### src/rtl/lc3_mem_arbiter.sv
// lc3_mem_arbiter: shares the single LC-3 memory between the CPU datapath port
// and the loader/debug port. One transaction is in flight at a time, the
// memory is driven with a fixed read latency, and each port gets registered
// read data plus a one-cycle ready pulse.
// Build option: define LC3_ARB_RR_EN for round-robin tie-breaking; otherwise
// the loader always wins over the CPU.
module lc3_mem_arbiter #(
    parameter int ADDR_W      = 16,
    parameter int DATA_W      = 16,
    parameter int MEM_LATENCY = 1
) (
    input  logic              clk,
    input  logic              rst,
    input  logic              cpu_req,
    input  logic              cpu_we,
    input  logic [ADDR_W-1:0] cpu_addr,
    input  logic [DATA_W-1:0] cpu_wdata,
    output logic [DATA_W-1:0] cpu_rdata,
    output logic              cpu_ready,
    input  logic              ldr_req,
    input  logic              ldr_we,
    input  logic [ADDR_W-1:0] ldr_addr,
    input  logic [DATA_W-1:0] ldr_wdata,
    output logic [DATA_W-1:0] ldr_rdata,
    output logic              ldr_ready,
    output logic              mem_en,
    output logic              mem_we,
    output logic [ADDR_W-1:0] mem_addr,
    output logic [DATA_W-1:0] mem_wdata,
    input  logic [DATA_W-1:0] mem_rdata,
    output logic [1:0]        grant,
    output logic              busy
);

    typedef enum logic [1:0] {IDLE, ISSUE, WAIT, RESP} state_t;

    localparam logic [3:0] LAT_M1 = 4'(MEM_LATENCY - 1);

    state_t            state_q, state_d;
    logic [3:0]        cnt_q, cnt_d;
    logic [1:0]        grant_q, grant_d;
    logic              mem_en_q, mem_en_d;
    logic              mem_we_q, mem_we_d;
    logic [ADDR_W-1:0] mem_addr_q, mem_addr_d;
    logic [DATA_W-1:0] mem_wdata_q, mem_wdata_d;
    logic [DATA_W-1:0] cpu_rdata_q, cpu_rdata_d;
    logic [DATA_W-1:0] ldr_rdata_q, ldr_rdata_d;
    logic              cpu_ready_q, cpu_ready_d;
    logic              ldr_ready_q, ldr_ready_d;
    logic              pick_ldr;

`ifdef LC3_ARB_RR_EN
    // 1 = loader won the last contested arbitration. Only ties update it, so
    // back-to-back ties alternate regardless of single-requester traffic.
    logic last_ldr_q, last_ldr_d;

    // Tie goes to whichever port did not win the previous tie.
    always_comb pick_ldr = ldr_req && (!cpu_req || !last_ldr_q);
`else
    // Fixed priority: loader over CPU.
    always_comb pick_ldr = ldr_req;
`endif

    // Next-state and next-output computation for the arbitration FSM.
    always_comb begin
        state_d     = state_q;
        cnt_d       = cnt_q;
        grant_d     = grant_q;
        mem_en_d    = 1'b0;
        mem_we_d    = mem_we_q;
        mem_addr_d  = mem_addr_q;
        mem_wdata_d = mem_wdata_q;
        cpu_rdata_d = cpu_rdata_q;
        ldr_rdata_d = ldr_rdata_q;
        cpu_ready_d = 1'b0;
        ldr_ready_d = 1'b0;
`ifdef LC3_ARB_RR_EN
        last_ldr_d  = last_ldr_q;
`endif
        case (state_q)
            IDLE: begin
                if (cpu_req || ldr_req) begin
                    grant_d     = pick_ldr ? 2'b10 : 2'b01;
                    mem_we_d    = pick_ldr ? ldr_we : cpu_we;
                    mem_addr_d  = pick_ldr ? ldr_addr : cpu_addr;
                    mem_wdata_d = pick_ldr ? ldr_wdata : cpu_wdata;
                    mem_en_d    = 1'b1;   // strobe lands in the ISSUE cycle
                    state_d     = ISSUE;
`ifdef LC3_ARB_RR_EN
                    if (cpu_req && ldr_req) last_ldr_d = pick_ldr;
`endif
                end
            end
            ISSUE: begin
                cnt_d   = LAT_M1;
                state_d = WAIT;
            end
            WAIT: begin
                if (cnt_q == 4'd0) begin
                    // mem_rdata is valid in this cycle; writes leave rdata alone
                    if (!mem_we_q) begin
                        if (grant_q[0]) cpu_rdata_d = mem_rdata;
                        if (grant_q[1]) ldr_rdata_d = mem_rdata;
                    end
                    cpu_ready_d = grant_q[0];
                    ldr_ready_d = grant_q[1];
                    state_d     = RESP;
                end else begin
                    cnt_d = cnt_q - 4'd1;
                end
            end
            RESP: begin
                grant_d = 2'b00;
                state_d = IDLE;
            end
            default: state_d = IDLE;
        endcase
    end

    // State and registered outputs; reset abandons any in-flight access.
    always_ff @(posedge clk or negedge rst) begin
        if (!rst) begin
            state_q     <= IDLE;
            cnt_q       <= '0;
            grant_q     <= '0;
            mem_en_q    <= 1'b0;
            mem_we_q    <= 1'b0;
            mem_addr_q  <= '0;
            mem_wdata_q <= '0;
            cpu_rdata_q <= '0;
            ldr_rdata_q <= '0;
            cpu_ready_q <= 1'b0;
            ldr_ready_q <= 1'b0;
`ifdef LC3_ARB_RR_EN
            last_ldr_q  <= 1'b1;
`endif
        end else begin
            state_q     <= state_d;
            cnt_q       <= cnt_d;
            grant_q     <= grant_d;
            mem_en_q    <= mem_en_d;
            mem_we_q    <= mem_we_d;
            mem_addr_q  <= mem_addr_d;
            mem_wdata_q <= mem_wdata_d;
            cpu_rdata_q <= cpu_rdata_d;
            ldr_rdata_q <= ldr_rdata_d;
            cpu_ready_q <= cpu_ready_d;
            ldr_ready_q <= ldr_ready_d;
`ifdef LC3_ARB_RR_EN
            last_ldr_q  <= last_ldr_d;
`endif
        end
    end

    assign cpu_rdata = cpu_rdata_q;
    assign cpu_ready = cpu_ready_q;
    assign ldr_rdata = ldr_rdata_q;
    assign ldr_ready = ldr_ready_q;
    assign mem_en    = mem_en_q;
    assign mem_we    = mem_we_q;
    assign mem_addr  = mem_addr_q;
    assign mem_wdata = mem_wdata_q;
    assign grant     = grant_q;
    assign busy      = (state_q != IDLE);

endmodule

### config.mk
export PLATFORM = sky130hd
export DESIGN_NAME = lc3_mem_arbiter
export DESIGN_NICKNAME = d
export VERILOG_FILES = /design/src/rtl/lc3_mem_arbiter.sv
export SDC_FILE = /design/constraint.sdc
export NUM_CORES = 1
export LEC_CHECK = 0
export BUFFER_PORTS_ARGS = -buffer_cell sky130_fd_sc_hd__buf_4
export CAP_MARGIN = 20
export CORE_MARGIN = 2
export CORE_UTILIZATION = 43
export CTS_BUF_LIST = sky130_fd_sc_hd__clkbuf_8
export CTS_CLUSTER_SIZE = 28
export DETAILED_ROUTE_END_ITERATION = 7
export PLACE_DENSITY = 0.78
export SYNTH_ARGS = -nofsm -noshare
export SYNTH_HDL_FRONTEND = slang
export SYNTH_SLANG_ARGS = --single-unit
### constraint.sdc
create_clock -name clk -period 1.8 [get_ports clk]
set_input_delay 0.18 -clock clk [delete_from_list [all_inputs] [get_ports clk]]
set_output_delay 0.18 -clock clk [all_outputs]
set_load 0.005 [all_outputs]
## Word level (Yosys, flattened, before mapping)

Cells that the tools add are included.
W data, S select, Z words.

- Logic and storage cells: 48
- Register bits: 76

- Eq/ne operators: 6
- Add/subtract/negate cells: 1
- Bitwise operators: 1
- Multiplexer cells: 17
- Reductions and logical operators: 12

Operators by type and width:

| operator | number |
|---|---|
| $mux W16 | 2 |
| $mux W2 | 4 |
| $pmux W2 S4 | 1 |
| $pmux W4 S2 | 1 |
| $reduce_and A2 Y1 | 4 |
| $reduce_and A4 Y1 | 2 |
| $mux W1 | 7 |
| $ne A2 B2 Y1 const B | 3 |
| $reduce_bool A2 Y1 | 3 |
| $eq A2 B2 Y1 const B | 2 |
| $logic_not A4 Y1 | 1 |
| $mux W4 | 1 |
| $pmux W2 S2 | 1 |
| $sub A4 B1 Y4 const B | 1 |
| $eq A2 B1 Y1 const B | 1 |
| $logic_not A2 Y1 | 1 |
| $logic_or A1 B1 Y1 | 1 |
| $not A1 Y1 | 1 |

## Logic depth before layout (Yosys ltp)

Gate-level depths: netlist of run 1.

- Depth after elaboration: 3
- Gate-level depth with buffers: 7
- Gate-level depth less buffers: 5

## Worst setup path before layout of run 1

Ideal clock, no wire load.

- Path type: reg-to-reg
- From: register state_q[0]
- To: register ldr_rdata_q[10], in the netlist ldr_rdata[10]
- Period minus slack after synthesis: 1,726 ps
- Stages on the path, launching flop included: 8
- Arrival time: 1,601 ps
- Setup slack: 74 ps
- Cell sequence: dfrtp_1 -> inv_1 -> ha_1 -> buf_4 -> and4bb_4 -> nand3b_4 -> buf_6 -> mux2_4

- Cells in the longest elaborated chain, start to end: 2

Ends and longest elaborated chain:

| element | RTL line | source |
|---|---|---|
| start: declaration | 39 | `state_t state_q, state_d;` |
| start signal: assignment | 138 | `state_q <= state_d;` |
| $eq A2 B2 Y1 | 80 | `case (state_q)` |
| $reduce_and A4 Y1 (no line) | n/a |  |
| end signal: assignment | 146 | `ldr_rdata_q <= ldr_rdata_d;` |
| end: declaration | 47 | `logic [DATA_W-1:0] ldr_rdata_q, ldr_rdata_d;` |

Every way passes these cells.
A chain may end at the register's enable or synchronous reset.

## Final worst setup path of run 1

- From: register state_q[0]
- To: register cpu_rdata_q[1], in the netlist cpu_rdata[1]

- Cells in the longest elaborated chain, start to end: 2

Ends and longest elaborated chain:

| element | RTL line | source |
|---|---|---|
| $eq A2 B2 Y1 | 80 |  |
| $reduce_and A4 Y1 (no line) | n/a |  |
| end signal: assignment | 145 | `cpu_rdata_q <= cpu_rdata_d;` |
| end: declaration | 46 | `logic [DATA_W-1:0] cpu_rdata_q, cpu_rdata_d;` |

Every way passes these cells.

==> impl_metrics.csv, run 1 <==
group,metric,value,unit
routing,drtIter0Drc,46,
finish,nFillCells,613,
logic_synthesis,synthesis.instances,266,
floorplan,start_util,0.439,
floorplan,die_y,92.6,um
logic_synthesis,seq_area_frac_synth,0.563,
logic_synthesis,yosysUniqueCellTypes,31,
critical_path,worst_setup_path_start_kind,"register",
place,gp_congestion,0.704,
sta,skew,0.00668,ns
flow_run,cap_violations,0,
critical_path,crit_family,"flip-flops",
clock_tree,clk_latency,0.34,ns
routing,first_pass_iters,4,
critical_path,crit_chain,"inv_1 > ha_1 > and4bb_4 > nand3b_4 > buf_12 > mux2_4",
logic_synthesis,synthTopCellsByCount,"76 x dfrtp_1, 39 x nand2_1, 36 x mux2i_1, 30 x o21ai_0, 20 x mux2_4",
sta,max_slew_margin,0.730,
clock_tree,cts_tree,"built",
logic_synthesis,syn_area,3380,um^2
routing,postRouteAntennaNets,0,
sta,max_freq,600,MHz
routing,drc,0,
critical_path,critPathMaxFanout,16,
routing,wl_met1,3.19,mm
clock_tree,htree_levels,3,
logic_synthesis,synth_top_area_frac,0.563,
logic_synthesis,synth.most_common_cell,"dfrtp_1",
routing,wl_met2,3.46,mm
floorplan,core,7690,um^2
logic_synthesis,avgSynthCellArea,12.7,um^2
clock_tree,root_buffer,"clkbuf_8",
finish,layout-drive-gt1-share,0.499,
clock_tree,clk_pin_slew,0.08,ns
grt,grt_pass1_wl,12.3,mm
place,port-buffer-count,156,
clock_tree,clock_sinks,76,
critical_path,worstSetupEndpointType,"register",
floorplan,die_x,92.6,um
power,p_leak,2.62,nW
routing,wl,7.53,mm
logic_synthesis,synthTopCellsByArea,"dfrtp_1 56%, mux2i_1 11%, mux2_4 8.9%",
clock_tree,clockBufferDepth,2,
logic_synthesis,syn_nets,357,
power,ir_drop,0.591,mV
logic_synthesis,ys_async_sr_fraction,1.00,
grt,track_usage,0.184,
sta,finalSetupViolations,0,
critical_path,critPathMaxStageDelay,0.42,ns
place,detailed_place_hpwl,5.90,mm
finish,diodes,0,
sta,fin_crit,1.67,ns
sta,period_share,0.925,
sta,finalSetupTns,0,ns
sta,drv_slew,0,
sta,tightestPinTransition,0.403,ns
power,p_per_area,1520,nW/um^2
logic_synthesis,synth_top_flop_cell,"dfrtp_1",
logic_synthesis,synth-edff-count,0,
grt,grt_max_degree,54,
critical_path,critical_path_required,2.03,ns
status,status,"completed",
critical_path,cpMaxStageDelayCell,"dfrtp_1",
min_path,min_path_type,"in -> reg",
routing,vias,2516,
critical_path,critPathBufInv,2,
sta,hold_viol_final,0,
grt,grt_pass1_vias,2532,
critical_path,path_class,"reg -> reg",
floorplan,row_count,32,
routing,routed.top_layer,"met4",
clock_tree,cts_made_buffers,9,
routing,routedWlPerCell,14.1,um
critical_path,cp.arrival,1.89,ns
sta,rsz0062_at_grt,"no",
routing,viasPerCell,4.72,
logic_synthesis,yosysWarnings,0,
finish,syn_to_final_growth,46.3,%
finish,nets,517,
floorplan,fp.dieArea,8580,um^2
grt,antenna_found_initial,0,
floorplan,ioPinCount,157,
grt,overflow,0,
routing,wl_met3,742,um
power,power.total,7.52,mW
logic_synthesis,synth_area_leader_cell,"dfrtp_1",
logic_synthesis,ys_ff_latch,76,
-- state kept, by name (all words and copies together), names as in the netlist --
register   cells
mem_en         1
mem_we         1
cnt_q          4
cpu_ready      1
cpu_rdata     16
ldr_rdata     16
ldr_ready      1
mem_wdata     16
mem_addr      16
grant          2
state_q        2
-- logic make-up (layout without fill, tap and decap cells) --
kind of cell | count (synthesis) | in the layout | share of synthesized area
DFF | 76 | 76 | 0.563
muxes | 69 | 69 | 0.239
AOI/OAI and AO/OA | 41 | 41 | 0.0648
adders and majority gates | 5 | 5 | 0.0185
buffers and inverters | 21 | 186 | 0.0319
and+or+nand+nor | 54 | 54 | 0.0826
-- power by group --
group	internal, mW	switching [mW]	leakage [nW]
clock network	0.790	0.634	0.114
registers	2.51	0.501	0.927
logic	1.91	1.17	1.58
total	5.21	2.31	2.62
-- routing by layer --
layer	vias to the layer above	global-route usage
met1	1152	0.239
met2	119	0.280
li1	1238	-
met4	0	0.0600
met5	-	0
met3	7	0.0773
-- layout make-up --
class                      count  area [um^2]  area share
timing repair buffer         163         1280       0.258
sequential                    76         1900       0.385
inverter                       7         26.3     0.00532
multi-input combinational    169         1380       0.280
clock inverter                 7          100      0.0203
clock buffer                   9          124      0.0251
tap                          102          128      0.0258
-- worst register-to-register path, delay by kind of cell, from the launching register on --
family / cells / cell delay, ns
buffers and inverters: 2 / 0.27
flip-flops: 1 / 0.42
adder cells (fa/ha/maj): 1 / 0.17
multiplexers: 1 / 0.30
AND/OR/NAND/NOR: 2 / 0.39
-- stage by stage --
| stage | hold slack, ns | area (um^2) | util | setup slack, ns | cells |
|---|---|---|---|---|---|
| CTS | 0.0536 | 4890 | 0.637 | 0.0408 | 531 |
| floorplan | -0.116 | 3380 | - | 0.0741 | 266 |
| finish | 0.0776 | 4940 | 0.643 | 0.134 | 533 |
| global placement | 0.130 | 4660 | 0.606 | 0.112 | 514 |
| detailed placement | 0.134 | 4660 | 0.606 | 0.0631 | 514 |
| global route | 0.0470 | 4940 | 0.643 | 0.0357 | 533 |
-- worst paths after layout --
path / slack (ns) / cells after the start / endpoint / startpoint
worst min register to register: 0.48 / 2 / mem_addr[0]$_DFFE_PN0P_ / mem_addr[0]$_DFFE_PN0P_
min in group asynchronous: 0.31 / 2 / cpu_rdata[0]$_DFFE_PN0P_ / rst
max in group asynchronous: 0.93 / 3 / mem_addr[0]$_DFFE_PN0P_ / rst
worst min-delay path: 0.08 / 2 / ldr_rdata[10]$_DFFE_PN0P_ / mem_rdata[10]
worst max register to register: 0.13 / 6 / cpu_rdata[1]$_DFFE_PN0P_ / state_q[0]$_DFFE_PN0P_
worst max-delay path: 0.13 / 6 / cpu_rdata[1]$_DFFE_PN0P_ / state_q[0]$_DFFE_PN0P_
-- placed cells by master, fill, tap and decap left out, types with 3 or more instances in the layout --
master / netlist / routed
clkinv_4: 0 / 3
nand2_1: 39 / 39
dfrtp_1: 76 / 76
clkbuf_8: 0 / 9
mux2i_1: 36 / 36
o21ai_0: 30 / 30
ha_1: 5 / 5
inv_1: 7 / 7
o21ai_1: 6 / 5
buf_4: 1 / 158
buf_12: 0 / 4
mux2_4: 20 / 20
mux2_2: 12 / 12
-- timing repair --
action,4_1_cts,5_1_grt
endpoints found under the hold margin,30,0
setup endpoints to repair,0,32
hold buffers,1,0
buffers inserted,0,2
resized for setup,0,1
(Power assumes the default switching activity.)
==> run 2, diff against run 1 <==
==> constraint.sdc (replaced) <==
create_clock -name clk -period 1.8 [get_ports clk]
set_input_delay 0.09 -clock clk [delete_from_list [all_inputs] [get_ports clk]]
set_output_delay 0.09 -clock clk [all_outputs]
set_load 0.005 [all_outputs]
==> run 2 against run 1 <==
Compared with the run above:
- critical endpoint is now state_q[1]$_DFFE_PN0P_
- hold slack worse by 0.051 ns
- global-route usage rose by 0.29 points
- highest routed layer unchanged
- flip-flop and latch count is the same
- register-to-register slack worse by 0.03 ns
- final area grew 3.4%
- largest power group unchanged
- fmax is 1.6% lower
- largest cell class unchanged
- routed wire length up 4.9%
- count of clock-buffer cells in the layout unchanged
- critical path type unchanged
==> impl_metrics.csv, run 2 (same netlist as run 1, synthesis figures left out) <==
group,metric,value,unit
sta,hold_viol_final,0,
routing,first_pass_iters,4,
finish,syn_to_final_growth,51.2,%
clock_tree,htree_levels,3,
clock_tree,cts_made_buffers,9,
critical_path,critPathMaxStageDelay,0.41,ns
grt,met2_usage,0.310,
sta,finalSetupViolations,0,
grt,antenna_found_initial,0,
sta,max_freq,591,MHz
clock_tree,clk_pin_slew,0.08,ns
routing,routedWlPerCell,14.4,um
clock_tree,cts_tree,"built",
floorplan,core,7690,um^2
grt,grt.busiest_layer,"met2",
sta,rsz0062_at_grt,"no",
grt,grtUsageMet1,0.235,
floorplan,row_count,32,
routing,viasPerCell,4.75,
grt,track_usage,0.187,
grt,overflow,0,
clock_tree,clockBufferDepth,2,
sta,max_slew_margin,0.698,
power,p_leak,2.69,nW
grt,grt_pass1_vias,2650,
finish,diodes,0,
status,status,"completed",
min_path,min_path_type,"in -> reg",
grt,grt_pass1_wl,12.6,mm
critical_path,cpMaxStageDelayCell,"dfrtp_1",
floorplan,die_x,92.6,um
place,port-buffer-count,156,
critical_path,critPathMaxFanout,4,
routing,wl,7.90,mm
place,postPlaceCellArea,4670,um^2
power,ir_drop,0.614,mV
critical_path,critical_path_required,2.02,ns
critical_path,crit_chain,"inv_1 > ha_1 > or3b_1 > a22oi_2 > mux2_1",
sta,fin_crit,1.69,ns
finish,final_common_cell,"buf_4",
place,detailed_place_hpwl,6.04,mm
clock_tree,root_buffer,"clkbuf_8",
critical_path,path_class,"reg -> reg",
grt,grtUsageMet3,0.0537,
routing,drc,0,
finish,fin_util,0.664,
clock_tree,clk_latency,0.34,ns
routing,vias,2615,
clock_tree,clock_sinks,76,
place,gp_congestion,0.709,
finish,layout_common_cells,"159 x buf_4, 76 x dfrtp_1, 39 x nand2_1",
floorplan,ioPinCount,157,
critical_path,cp.arrival,1.92,ns
critical_path,worstSetupEndpointType,"register",
sta,drv_slew,0,
finish,final_area,5110,um^2
critical_path,worst_setup_path_start_kind,"register",
power,p_per_area,1480,nW/um^2
finish,nets,534,
sta,skew,0.00717,ns
floorplan,fp.dieArea,8580,um^2
routing,postRouteAntennaNets,0,
grt,grt_max_degree,68,
flow_run,cap_violations,0,
finish,layout-drive-gt1-share,0.482,
routing,drtIter0Drc,44,
sta,period_share,0.941,
floorplan,die_y,92.6,um
floorplan,start_util,0.439,
sta,finalSetupTns,0,ns
sta,tightestPinTransition,0.453,ns
run 2: cell count changes in the layout (fill, tap and decap cells not counted):
cell | before | now
buf_4 | 158 | 159
dlygate4sd3_1 | 1 | 17
run 2: worst paths after layout:
path,from,end,slack [ns],cells after the start
worst max-delay path,cnt_q[0]$_DFFE_PN0P_,state_q[1]$_DFFE_PN0P_,0.11,5
worst min-delay path,cpu_addr[11],mem_addr[11]$_DFFE_PN0P_,0.03,3
worst max register to register,cnt_q[0]$_DFFE_PN0P_,state_q[1]$_DFFE_PN0P_,0.11,5
worst min register to register,mem_wdata[10]$_DFFE_PN0P_,mem_wdata[10]$_DFFE_PN0P_,0.48,2
max in group asynchronous,rst,mem_wdata[5]$_DFFE_PN0P_,0.98,3
min in group asynchronous,rst,cpu_rdata[0]$_DFFE_PN0P_,0.24,2
run 2: what timing repair did:
item,in CTS,in global routing
buffers inserted,0,2
hold buffers,17,0
endpoints found under the setup margin,0,33
endpoints found under the hold margin,62,0
gates resized for setup,0,1
run 2: final cells by class:
class                   instances  area, um^2
repair buffers                180        1440
flip-flops and latches         76        1900
clock buffers                   9         124
multi-input cells             169        1380
fillers                       627        2580
inverters                       7        26.3
clock inverters                 7         100
well taps                     102         128
run 2: worst max-delay path, delay by kind of cell (launching register included):
family / cells / cell delay, ns
fa+ha+maj: 1 / 0.20
simple gates: 1 / 0.39
mux: 1 / 0.34
buf+inv: 1 / 0.07
flops: 1 / 0.41
compound gates: 1 / 0.17
run 2: through the flow:
| stage | power (mW) | hold slack (ns) | cells | setup WS (ns) |
|---|---|---|---|---|
| 2_1_floorplan | 4.39 | -0.206 | 266 | 0.0741 |
| 3_3_place_gp | 6.01 | 0.0615 | 515 | 0.111 |
| 3_5_place_dp | 6.16 | 0.0689 | 515 | 0.0134 |
| 4_1_cts | 7.63 | 0.0220 | 548 | 0.00384 |
| 5_1_grt | 8.13 | 0.0242 | 550 | 0.0430 |
| 6_report | 7.58 | 0.0269 | 550 | 0.107 |
run 2: where the power goes:
group,internal [mW],switching (mW)
Combinational,1.94,1.20
Sequential,2.51,0.513
Clock,0.790,0.629
Total,5.24,2.34
run 2: metal layers:
metal | wire length (um) | up-vias
li1 | - | 1277
met1 | 3380 | 1205
met2 | 3740 | 125
met3 | 669 | 8
met4 | 112 | 0
met5 | 0 | -
==> run 3, diff against run 2 <==
- PLACE_DENSITY: 0.78 -> 0.75
- SETUP_SLACK_MARGIN: default -> 0.02
- clock period: 1.8 -> 1.87 ns (I/O delays scaled with it)
==> run 3 against run 2 <==
Compared with the run above:
- total power is 5.4% lower
- largest cell class unchanged
- fmax is 0.26% lower
- sequential power is 4% lower
- sequential share of layout area is 0.18 points higher
- combinational power is 4% lower
- first-iteration DRC count is 34% higher
- critical path type unchanged
- setup slack better by 0.066 ns
- highest routed layer unchanged
- critical endpoint unchanged
- hold slack better by 0.0090 ns
==> impl_metrics.csv, run 3 (same netlist as run 1, synthesis figures left out) <==
group,metric,value,unit
sta,finalSetupTns,0,ns
routing,drtIter0Drc,59,
critical_path,worst_setup_path_start_kind,"register",
grt,grt_pass1_wl,12.8,mm
sta,max_slew_margin,0.649,
power,swShare,0.316,
power,p_leak,2.68,nW
clock_tree,clock_sinks,76,
finish,layout-drive-gt1-share,0.482,
power,power_frac_seq,0.405,
sta,fin_crit,1.70,ns
sta,finalSetupViolations,0,
power,p_int,4.91,mW
power,p_switching,2.26,mW
critical_path,crit_family,"flip-flops",
sta,rsz0062_at_grt,"no",
status,status,"completed",
sta,max_freq,589,MHz
grt,grt_pass1_vias,2693,
floorplan,row_count,32,
critical_path,critPathMaxFanout,4,
clock_tree,clk_pin_slew,0.08,ns
clock_tree,htree_levels,3,
finish,layout_common_cells,"159 x buf_4, 76 x dfrtp_1, 39 x nand2_1",
routing,drc,0,
sta,skew,0.0115,ns
critical_path,crit_chain,"inv_1 > ha_1 > or3b_1 > a22oi_2 > mux2_1",
critical_path,critPathMaxStageDelay,0.40,ns
place,gp_congestion,0.746,
routing,wl,7.85,mm
place,detailed_place_hpwl,5.77,mm
finish,syn_to_final_growth,50.5,%
grt,track_usage,0.191,
sta,drv_slew,0,
floorplan,die_x,92.6,um
power,combPwrFrac,0.422,
critical_path,cpMaxStageDelayCell,"dfrtp_1",
clock_tree,cts_made_buffers,9,
sta,period_share,0.908,
floorplan,core,7690,um^2
critical_path,critical_path_required,2.10,ns
clock_tree,clockBufferDepth,2,
finish,fin_util,0.661,
critical_path,cp.arrival,1.92,ns
grt,antenna_found_initial,0,
critical_path,path_class,"reg -> reg",
floorplan,start_util,0.439,
clock_tree,clk_latency,0.34,ns
grt,grt_max_degree,47,
critical_path,critPathBufInv,1,
routing,vias,2640,
sta,tightestPinTransition,0.524,ns
power,p_clk_frac,0.173,
floorplan,fp.dieArea,8580,um^2
critical_path,worstSetupEndpointType,"register",
finish,nets,534,
flow_run,cap_violations,0,
grt,overflow,0,
finish,diodes,0,
finish,final_common_cell,"buf_4",
sta,hold_viol_final,0,
power,ir_drop,0.493,mV
routing,routedWlPerCell,14.3,um
power,p_per_area,1410,nW/um^2
clock_tree,cts_tree,"built",
min_path,min_path_type,"in -> reg",
place,port-buffer-count,156,
routing,viasPerCell,4.80,
floorplan,die_y,92.6,um
routing,first_pass_iters,4,
clock_tree,root_buffer,"clkbuf_8",
routing,postRouteAntennaNets,0,
floorplan,ioPinCount,157,
run 3: cell count changes in the layout (fill, tap and decap cells not counted), sizes merged:
cell	previous run	this run
bufinv	2	1
inv	8	9
run 3: worst min-delay path, cell delays in order:
cell and delay [ns]:
buf_4 0.07, mux2i_1 0.05, o21ai_0 0.13
run 3: area by class of cell:
class                      instances  area [um^2]
tap                              102          128
fill                             607         2610
inverter                           7         26.3
clock inverter                     7         75.1
multi-input combinational        169         1380
clock buffer                       9          124
timing repair buffer             180         1440
sequential                        76         1900
run 3: final timing paths:
| check | startpoint | end | slack (ns) | cells after the start |
|---|---|---|---|---|
| setup / recovery | cnt_q[0]$_DFFE_PN0P_ | state_q[1]$_DFFE_PN0P_ | 0.17 | 5 |
| hold / removal | cpu_wdata[1] | mem_wdata[1]$_DFFE_PN0P_ | 0.04 | 3 |
| setup reg to reg | cnt_q[0]$_DFFE_PN0P_ | state_q[1]$_DFFE_PN0P_ | 0.17 | 5 |
| hold reg to reg | mem_addr[14]$_DFFE_PN0P_ | mem_addr[14]$_DFFE_PN0P_ | 0.48 | 2 |
| max in group asynchronous | rst | cpu_rdata[11]$_DFFE_PN0P_ | 1.02 | 3 |
| min in group asynchronous | rst | cpu_rdata[0]$_DFFE_PN0P_ | 0.28 | 2 |
run 3: stage by stage:
| step | area [um^2] | setup slack, ns | cells | hold WS (ns) | total power, mW |
|---|---|---|---|---|---|
| floorplan | 3380 | 0.144 | 266 | -0.202 | 4.23 |
| global placement | 4670 | 0.169 | 515 | 0.0963 | 5.78 |
| detailed placement | 4670 | 0.0992 | 515 | 0.105 | 5.91 |
| CTS | 5040 | 0.0931 | 548 | 0.0195 | 7.20 |
| global route | 5080 | 0.0868 | 550 | 0.0522 | 7.71 |
| finish | 5080 | 0.172 | 550 | 0.0359 | 7.17 |
run 3: timing repair:
action / in CTS / in global routing
buffers inserted: 0 / 2
resized for setup: 0 / 1
hold buffers: 17 / 0
setup endpoints to repair: 0 / 27
hold endpoints to repair: 70 / 0
run 3: power groups by stage:
stage	clock network, mW	logic (mW)	registers (mW)
global route	1.36	3.34	3.01
floorplan	0	1.33	2.90
CTS	1.28	3.02	2.90
global placement	0	2.88	2.90
detailed placement	0	3.00	2.92
finish	1.24	3.03	2.91
run 3: metal layers:
metal / routed length, um / up-vias / track usage
met1: 3250 / 1225 / 0.244
met3: 674 / 11 / 0.0472
met5: 0 / - / 0
met4: 131 / 0 / 0.0735
met2: 3800 / 126 / 0.313
li1: - / 1278 / -
